`config.mk`:
```
export PLATFORM = sky130hd
export DESIGN_NAME = seq_mul_unit_flat
export DESIGN_NICKNAME = d
export VERILOG_FILES = /design/src/rtl/seq_mul_unit_if.sv /design/src/rtl/seq_mul_unit.sv /design/src/flat_wrapper.sv
export SDC_FILE = /design/constraint.sdc
export NUM_CORES = 1
export LEC_CHECK = 0
export BUFFER_PORTS_ARGS = -buffer_cell sky130_fd_sc_hd__clkbuf_2
export CAP_MARGIN = 20
export CORE_MARGIN = 10
export CORE_UTILIZATION = 55
export CTS_CLUSTER_DIAMETER = 40
export DETAILED_ROUTE_END_ITERATION = 10
export GPL_ROUTABILITY_DRIVEN = 0
export PLACE_DENSITY_LB_ADDON = 0.12
export SETUP_SLACK_MARGIN = 0.3
export SYNTH_ARGS = -nofsm -noshare
export SYNTH_HDL_FRONTEND = slang
export SYNTH_SLANG_ARGS = --single-unit
```
`constraint.sdc`:
```
create_clock -name clk -period 5.69 [get_ports clk]
set_input_delay 0.2845 -clock clk [delete_from_list [all_inputs] [get_ports clk]]
set_output_delay 0.2845 -clock clk [all_outputs]
set_load 0.1 [all_outputs]
```
`src/rtl/seq_mul_unit_if.sv`:
```
// Request/response bundle between the datapath MULT/MULTU issue logic and the multiplier.
// Latency: none (wiring only).
// Backpressure: requester must watch busy; a start raised while busy is dropped, not queued.
// Signals:
//   start, is_signed, data_a, data_b : request side, driven by the master
//   busy, done, product, hi, lo      : status and result, driven by the slave
interface seq_mul_unit_if #(
  parameter int WIDTH = 32
);
  logic                 start;
  logic                 is_signed;
  logic [WIDTH-1:0]     data_a;
  logic [WIDTH-1:0]     data_b;
  logic                 busy;
  logic                 done;
  logic [2*WIDTH-1:0]   product;
  logic [WIDTH-1:0]     hi;
  logic [WIDTH-1:0]     lo;

  modport master (
    output start, is_signed, data_a, data_b,
    input  busy, done, product, hi, lo
  );

  modport slave (
    input  start, is_signed, data_a, data_b,
    output busy, done, product, hi, lo
  );
endinterface

```
`src/rtl/seq_mul_unit.sv`:
```
// Iterative shift-add multiplier (one multiplier bit per clock), signed/unsigned, HI/LO outputs.
// Latency: start edge N -> done high in the cycle after edge N+WIDTH (WIDTH RUN cycles + 1 DONE).
// Backpressure: busy high in RUN/DONE; start is ignored while busy and never queued.
// Ports:
//   clk, reset : rising-edge clock, synchronous active-high reset
//   bus        : seq_mul_unit_if.slave (start/is_signed/data_a/data_b in; busy/done/product/hi/lo out)
// Build option: define MUL_EARLY_TERM_EN to leave RUN as soon as the remaining multiplier bits are zero.
module seq_mul_unit #(
  parameter int WIDTH = 32
) (
  input logic           clk,
  input logic           reset,
  seq_mul_unit_if.slave bus
);
  localparam int CNT_W = $clog2(WIDTH) + 1;

  typedef enum logic [1:0] {
    IDLE,
    RUN,
    DONE
  } state_t;

  state_t               state_q;
  state_t               state_d;
  logic [2*WIDTH-1:0]   acc;
  logic [2*WIDTH-1:0]   mcnd;
  logic [WIDTH-1:0]     mpr;
  logic [CNT_W-1:0]     cnt;
  logic                 neg;
  logic [2*WIDTH-1:0]   product_q;

  logic [WIDTH-1:0]     mag_a;
  logic [WIDTH-1:0]     mag_b;
  logic [2*WIDTH-1:0]   acc_next;
  logic [WIDTH-1:0]     mpr_next;
  logic                 last;

  // Operands are multiplied as magnitudes; the sign is applied once at the end.
  // Negating the most negative value wraps back to itself, which read as
  // unsigned is exactly 2^(WIDTH-1), so no extra bit is needed.
  always_comb begin
    mag_a = bus.data_a;
    mag_b = bus.data_b;
    if (bus.is_signed && bus.data_a[WIDTH-1]) mag_a = -bus.data_a;
    if (bus.is_signed && bus.data_b[WIDTH-1]) mag_b = -bus.data_b;
  end

  always_comb begin
    acc_next = acc;
    if (mpr[0]) acc_next = acc + mcnd;
    mpr_next = mpr >> 1;
`ifdef MUL_EARLY_TERM_EN
    // Remaining multiplier bits all zero: further iterations add nothing.
    last = (mpr_next == '0);
`else
    // cnt counts completed iterations; this edge is iteration number WIDTH.
    last = (cnt == CNT_W'(WIDTH - 1));
`endif
  end

  always_comb begin
    state_d = state_q;
    case (state_q)
      IDLE:    if (bus.start) state_d = RUN;
      RUN:     if (last) state_d = DONE;
      DONE:    state_d = IDLE;
      default: state_d = IDLE;
    endcase
  end

  always_ff @(posedge clk) begin
    if (reset) begin
      state_q   <= IDLE;
      acc       <= '0;
      mcnd      <= '0;
      mpr       <= '0;
      cnt       <= '0;
      neg       <= 1'b0;
      product_q <= '0;
    end else begin
      state_q <= state_d;
      case (state_q)
        IDLE: begin
          if (bus.start) begin
            acc  <= '0;
            mcnd <= {{WIDTH{1'b0}}, mag_a};
            mpr  <= mag_b;
            cnt  <= '0;
            neg  <= bus.is_signed & (bus.data_a[WIDTH-1] ^ bus.data_b[WIDTH-1]);
          end
        end
        RUN: begin
          acc  <= acc_next;
          mcnd <= mcnd << 1;
          mpr  <= mpr_next;
          cnt  <= cnt + CNT_W'(1);
          if (last) product_q <= neg ? -acc_next : acc_next;
        end
        default: ;
      endcase
    end
  end

  assign bus.busy    = (state_q != IDLE);
  assign bus.done    = (state_q == DONE);
  assign bus.product = product_q;
  assign bus.hi      = product_q[2*WIDTH-1:WIDTH];
  assign bus.lo      = product_q[WIDTH-1:0];
endmodule

```
`src/flat_wrapper.sv`:
```
// flat-port wrapper written by rule: the top's interface ports become plain ports
module seq_mul_unit_flat 
#(
  parameter int WIDTH = 32
)
  (clk, reset, bus_start, bus_is_signed, bus_data_a, bus_data_b, bus_busy, bus_done, bus_product, bus_hi, bus_lo);
  seq_mul_unit_if #(.WIDTH(WIDTH)) bus_i ();
  input logic clk;
  input logic reset;
  input wire logic [$bits(bus_i.start)-1:0] bus_start;
  input wire logic [$bits(bus_i.is_signed)-1:0] bus_is_signed;
  input wire logic [$bits(bus_i.data_a)-1:0] bus_data_a;
  input wire logic [$bits(bus_i.data_b)-1:0] bus_data_b;
  output wire logic [$bits(bus_i.busy)-1:0] bus_busy;
  output wire logic [$bits(bus_i.done)-1:0] bus_done;
  output wire logic [$bits(bus_i.product)-1:0] bus_product;
  output wire logic [$bits(bus_i.hi)-1:0] bus_hi;
  output wire logic [$bits(bus_i.lo)-1:0] bus_lo;
  assign bus_i.start = bus_start;
  assign bus_i.is_signed = bus_is_signed;
  assign bus_i.data_a = bus_data_a;
  assign bus_i.data_b = bus_data_b;
  assign bus_busy = bus_i.busy;
  assign bus_done = bus_i.done;
  assign bus_product = bus_i.product;
  assign bus_hi = bus_i.hi;
  assign bus_lo = bus_i.lo;
  seq_mul_unit #(.WIDTH(WIDTH)) u_core (.clk(clk), .reset(reset), .bus(bus_i));
endmodule
```
==> run summary, run 1 <==
Run status -> finished, final reports clean
CTS Buf Count -> 36
Net Count, Synth -> 2,577
Cell Rows -> 65
Asr flop ratio synth -> 0%
Unrepaired setup endpoints after global routing -> no
Number of global-route vias before repair -> 16,800
Count of flip-flops with a built-in enable after synthesis -> 0
Post-CTS Setup Inserts -> 0
Synth area leaders -> sky130_fd_sc_hd__dfxtp_1 26%, sky130_fd_sc_hd__a21oi_1 7.9%, sky130_fd_sc_hd__nand2_1 7.1%
Clock period minus worst slack -> 5.07 ns
Buffers on Ports -> 197
Number of remaining DRC errors -> 0
Width of the die -> 200 um
Hold Vio Cnt, Final -> 0
Global-route wire length before repair -> 90.3 mm
Layout Skew -> 0.0203 ns
Most instantiated library cell after synthesis -> sky130_fd_sc_hd__nand2_1
Clock transition at the registers of the reported paths -> 0.06 ns
Initial DRT Pass Iterations -> 6
Die outline area -> 40,000 um^2
Flip-flop and latch count after synthesis -> 233
IO Pins -> 198
Max frequency -> 197 MHz
Final max-slew violation count -> 0
Unique cell type count in the Yosys netlist -> 98
Vias post-DR -> 18,800
HPWL after DPL -> 43.0 mm
Clock latency on the worst-skew pair -> 0.54 ns
Mapped Avg Cell Area -> 7.29 um^2
Count of instances resized after the clock tree is built -> 0
Worst-margin pin slew -> 1.06 ns
Total standard cell area after synthesis -> 17,800 um^2
Height of the chip -> 200 um
Largest net degree at the start of global routing -> 130
Most frequently used flop master after synthesis -> sky130_fd_sc_hd__dfxtp_1
Type of origin of the critical path -> flop
Accumulated negative setup slack -> 0 ns
Share of layout cells above drive strength 1 -> 14.6%
GRT Util Overall -> 27.7%
Post-synthesis cell count -> 2,441
CP Data Required Time -> 6.06 ns
Maximum clock insertion buffer count -> 3
Antenna diode instance count -> 0
Number of setup violations in the final report -> 0
Start-to-end type of the worst setup path -> reg -> reg
Max Cap Violations -> 0
Maximum resistive drop on vdd -> 0.165 mV
Worst setup EP type -> flop
Fin crit share -> 89.1%
Total congestion overflow -> 0
Reg-to-reg slack, setup -> 0.62 ns
Top cells by count, synth -> 335 x sky130_fd_sc_hd__nand2_1, 281 x sky130_fd_sc_hd__a21oi_1, 233 x sky130_fd_sc_hd__dfxtp_1
Initial cell density of the core -> 56.1%
Fraction of synthesized cell area taken by the top area cell type -> 26.2%
Final Total Pwr -> 4.65 mW
Summed area of non-filler cells in the final layout -> 19,600 um^2
Clock root cell -> sky130_fd_sc_hd__clkbuf_16
Vias per Instance -> 6.47
P&R area growth vs syn -> 10.3%
Sequential area share after synthesis -> 26.2%
Largest fanout on the critical path -> 6
Average detailed-routed wire length per instance -> 19.9 um
Routed Wire Length -> 58.0 mm
Number of hold buffers added after CTS -> 0
CTS tree -> done
DRC marker count from the first detailed-route iteration -> 2,082
Worst Hold Margin -> 0.0586 ns
Yosys warning count -> 0
Nets -> 2,615
Total power density per cell area -> 237 nW/um^2
Arrival @ worst endpoint -> 5.44 ns
Number of antenna violations at the first check in global routing -> 0
Relative slew slack -> 29.1%
Number of H-tree branching levels -> 2
Leakage power total -> 7.65 nW
Class of the worst hold path -> in -> reg
TritonCTS sink count -> 233
Total placed instance area -> 18,400 um^2
Largest area contributor in the synthesized netlist -> sky130_fd_sc_hd__dfxtp_1
Core Area -> 31,700 um^2
Antenna-violating nets left -> 0
-- final cells by class --
type | instances | area, um^2
Clock buffer | 41 | 960
Timing Repair Buffer | 221 | 1180
Tap cell | 402 | 503
Sequential cell | 233 | 4670
Fill cell | 2943 | 12100
Clock inverter | 24 | 263
Inverter | 31 | 116
Multi-Input combinational cell | 1956 | 11900
-- per-stage QoR --
step | worst slack (ns) | instances | util, %
2_1_floorplan | 0.397 | 2441 | -
3_3_place_gp | 0.902 | 2842 | 58.0
5_1_grt | 0.362 | 2908 | 61.9
3_5_place_dp | 0.795 | 2842 | 58.0
4_1_cts | 0.794 | 2907 | 61.9
6_report | 0.620 | 2908 | 61.9
-- cell families (layout without fill, tap and decap cells) --
kind of cell | Yosys count | in the layout | share of synthesized area [%]
mux | 28 | 28 | 1.67
simple gates | 945 | 945 | 25.2
xor+xnor | 128 | 128 | 6.38
flops | 233 | 233 | 26.2
fa+ha+maj | 68 | 68 | 4.82
compound gates | 787 | 787 | 28.8
buf+inv | 252 | 317 | 6.92
-- cell usage in the layout, fill, tap and decap left out, types with 20 or more instances in the layout --
cell / instances
sky130_fd_sc_hd__nand2_1: 334
sky130_fd_sc_hd__a21oi_1: 281
sky130_fd_sc_hd__dfxtp_1: 231
sky130_fd_sc_hd__nor2_1: 220
sky130_fd_sc_hd__clkbuf_2: 196
sky130_fd_sc_hd__o21ai_0: 112
sky130_fd_sc_hd__nand3_1: 97
sky130_fd_sc_hd__a22oi_1: 69
sky130_fd_sc_hd__ha_1: 67
sky130_fd_sc_hd__xor2_1: 66
sky130_fd_sc_hd__xnor2_1: 61
sky130_fd_sc_hd__nor3_1: 56
sky130_fd_sc_hd__a31oi_1: 52
sky130_fd_sc_hd__nand4_1: 44
sky130_fd_sc_hd__clkbuf_16: 36
sky130_fd_sc_hd__inv_1: 30
sky130_fd_sc_hd__or3_1: 29
sky130_fd_sc_hd__a211oi_1: 27
sky130_fd_sc_hd__buf_4: 23
sky130_fd_sc_hd__o21a_1: 22
sky130_fd_sc_hd__a21o_1: 20
-- worst paths after layout --
kind                                 startpoint                      to  cells past startpoint
worst max-delay path              u_core.acc[0]  u_core.bus.product[60]                     15
worst min-delay path              bus_data_b[4]           u_core.mpr[4]                      4
worst max register to register    u_core.acc[0]  u_core.bus.product[60]                     15
worst min register to register  u_core.mcnd[33]         u_core.mcnd[34]                      2
-- routing by layer --
metal | global-route usage, % | up-vias | share of wire [%]
li1 | - | 8969 | -
met1 | 39.8 | 8598 | 44
met2 | 39.3 | 1105 | 40
met3 | 7.55 | 132 | 14
met4 | 7.88 | 0 | 2.7
met5 | 0 | - | 0
-- sequential cells by signal, summed over array words and instances (netlist names) --
signal and flops:
u_core.acc 64, u_core.bus.product 64, u_core.mcnd 64, u_core.mpr 32
u_core.neg 1, u_core.state_q 2, u_core.cnt 6
-- critical path, stage by stage, from the launching register on --
cell and delay, ns:
sky130_fd_sc_hd__dfxtp_1 0.37, sky130_fd_sc_hd__ha_1 0.24, sky130_fd_sc_hd__inv_1 0.07, sky130_fd_sc_hd__fa_1 0.40, sky130_fd_sc_hd__nand2b_1 0.21, sky130_fd_sc_hd__a21boi_2 0.24, sky130_fd_sc_hd__o21ai_1 0.18, sky130_fd_sc_hd__a21oi_1 0.51
sky130_fd_sc_hd__o31ai_1 0.20, sky130_fd_sc_hd__a221oi_1 0.84, sky130_fd_sc_hd__nand4b_1 0.21, sky130_fd_sc_hd__nor4_1 0.58, sky130_fd_sc_hd__nand4_1 0.24, sky130_fd_sc_hd__nor2_1 0.30, sky130_fd_sc_hd__mux2i_1 0.23, sky130_fd_sc_hd__a31oi_1 0.09
-- power by group --
part / switching, mW / internal (mW)
registers: 0.0430 / 1.67
logic: 0.474 / 0.225
clock network: 0.890 / 1.34
total: 1.41 / 3.24
(Power assumes the default switching activity.)
==> inputs of run 2 (changes only) <==
Settings changed: CORE_MARGIN 10 to default, CORE_UTILIZATION 55 to 35.
==> run summary, run 2 (same netlist as run 1, synthesis figures left out) <==
Run status -> finished, final reports clean
Worst-margin pin slew -> 1.00 ns
Arrival @ worst endpoint -> 5.38 ns
Post-CTS Setup Inserts -> 0
Part of the power in the clock network -> 55.4%
IO Pins -> 198
Commonest cells after routing, fill and taps aside -> 334 x sky130_fd_sc_hd__nand2_1, 281 x sky130_fd_sc_hd__a21oi_1, 231 x sky130_fd_sc_hd__dfxtp_1
Sw Share -> 29.1%
Comb power frac -> 13.1%
Maximum resistive drop on vdd -> 0.156 mV
Reg-to-reg slack, setup -> 0.75 ns
Number of antenna violations at the first check in global routing -> 1
DRC marker count from the first detailed-route iteration -> 1,717
Leakage power total -> 7.95 nW
Global-route wire length before repair -> 95.2 mm
Launching point of the worst reg2reg path -> u_core.mcnd[5]
Accumulated negative setup slack -> 0 ns
Worst r2r path cells -> 14
Total placed instance area -> 18,800 um^2
Die outline area -> 51,800 um^2
Number of global-route vias before repair -> 16,700
GRT Util Overall -> 23.4%
Number of remaining DRC errors -> 0
Commonest non-fill, non-tap cell in the layout -> sky130_fd_sc_hd__nand2_1
Number of setup violations in the final report -> 0
Worst setup path endpoint -> u_core.bus.product[57]
Clock root cell -> sky130_fd_sc_hd__clkbuf_16
Endpoint of the worst register-to-register path -> u_core.bus.product[57]
Layout Skew -> 0.0260 ns
Clock period minus worst slack -> 4.94 ns
Antenna diode instance count -> 0
CP max stage cell -> sky130_fd_sc_hd__o21ai_0
Height of the chip -> 227 um
Core Area -> 50,200 um^2
TritonCTS sink count -> 233
Final Total Pwr -> 5.46 mW
HPWL after DPL -> 45.9 mm
Summed area of non-filler cells in the final layout -> 20,500 um^2
Clock latency on the worst-skew pair -> 0.58 ns
Vias per Instance -> 5.76
Number of buffers and inverters on the critical path -> 1
Clock transition at the registers of the reported paths -> 0.05 ns
Width of the die -> 227 um
Class of the worst hold path -> in -> reg
Max Cap Violations -> 0
Number of H-tree branching levels -> 2
Final max-slew violation count -> 0
Largest incremental delay on the critical path -> 0.65 ns
Antenna-violating nets left -> 0
Initial DRT Pass Iterations -> 5
Top cell family by delay on the critical path -> compound AO/OA/AOI/OAI gates
Type of origin of the critical path -> flop
Maximum clock insertion buffer count -> 3
CP Data Required Time -> 6.13 ns
Count of instances resized after the clock tree is built -> 0
Vias post-DR -> 18,500
Total power density per cell area -> 266 nW/um^2
Share of layout cells above drive strength 1 -> 15.6%
Routed Wire Length -> 61.5 mm
Relative contribution of sequential cells to total power -> 31.5%
Path length in cells of the critical path -> 14
Nets -> 2,633
Start-to-end type of the worst setup path -> reg -> reg
Largest fanout on the critical path -> 10
Largest net degree at the start of global routing -> 92
Buffers on Ports -> 197
Final core area utilization -> 40.9%
Initial cell density of the core -> 35.5%
Worst setup path startpoint -> u_core.mcnd[5]
Cell Rows -> 82
Number of hold buffers added after CTS -> 0
Max frequency -> 202 MHz
CTS tree -> done
Average detailed-routed wire length per instance -> 19.2 um
Worst setup EP type -> flop
Fin crit share -> 86.9%
Int Power -> 3.87 mW
Net switching power -> 1.59 mW
Relative slew slack -> 33.1%
Hold Vio Cnt, Final -> 0
Total congestion overflow -> 0
Cells along the critical path -> ha_1 > a21oi_1 > nand2_1 > o21a_1 > o21ai_0 > nand2_1 > a311oi_1 > nand4_1 > nor4_4 > buf_4 > nand4_2 > or3_1 > nand4_1 > a21oi_1
CTS Buf Count -> 49
P&R area growth vs syn -> 15.4%
Unrepaired setup endpoints after global routing -> no
Worst Hold Margin -> 0.0389 ns
==> run 2: worst min-delay path by stage <==
stage,cells after the start,slack [ns],end,startpoint
final,4,0.04,u_core.mpr[4],bus_data_b[4]
after global routing,4,0.05,u_core.mpr[30],bus_data_b[30]
after detailed placement,2,0.45,u_core.mpr[2],u_core.mpr[3]
after global placement,2,0.44,u_core.mpr[2],u_core.mpr[3]
after CTS,4,0.01,u_core.mpr[30],bus_data_b[30]
after floorplan,2,0.42,u_core.mcnd[0],bus_data_a[0]
==> run 2: through the flow <==
step,cells,setup WS [ns]
2_1_floorplan,2441,0.397
3_3_place_gp,3116,0.800
3_5_place_dp,3117,0.753
4_1_cts,3208,0.750
5_1_grt,3209,0.463
6_report,3209,0.745
==> run 2: worst reg2reg max path: cells and delay by family (launching register included) <==
| family | cells | cell delay [ns] |
|---|---|---|
| simple gates | 7 | 1.90 |
| compound gates | 5 | 1.94 |
| fa+ha+maj | 1 | 0.41 |
| flops | 1 | 0.34 |
| buf+inv | 1 | 0.23 |
==> run 2: final cells by class <==
type | instances | area (um^2)
timing repair buffer | 226 | 1220
inverter | 31 | 116
clock buffer | 56 | 1320
sequential | 233 | 4670
tap | 672 | 841
fill | 5217 | 29600
multi-input combinational | 1956 | 11900
clock inverter | 35 | 425
==> run 2: power groups by stage <==
| stage | clock (mW) | sequential [mW] | combinational (mW) |
|---|---|---|---|
| after global placement | 0 | 1.75 | 0.701 |
| after CTS | 3.08 | 1.72 | 0.711 |
| after detailed placement | 0 | 1.75 | 0.708 |
| after floorplan | 0 | 1.73 | 0.510 |
| final | 3.03 | 1.72 | 0.714 |
| after global routing | 3.16 | 1.72 | 0.788 |
==> run 2: metal layers <==
metal  share of wire [%]  track usage, %  up-vias  wire length [um]
li1                    -               -     9041                 -
met1                  50            35.1     8693             31000
met2                  40            33.0      649             24500
met3                 7.1            4.71      104              4380
met4                 2.6            6.97        0              1600
met5                   0               0        -                 0
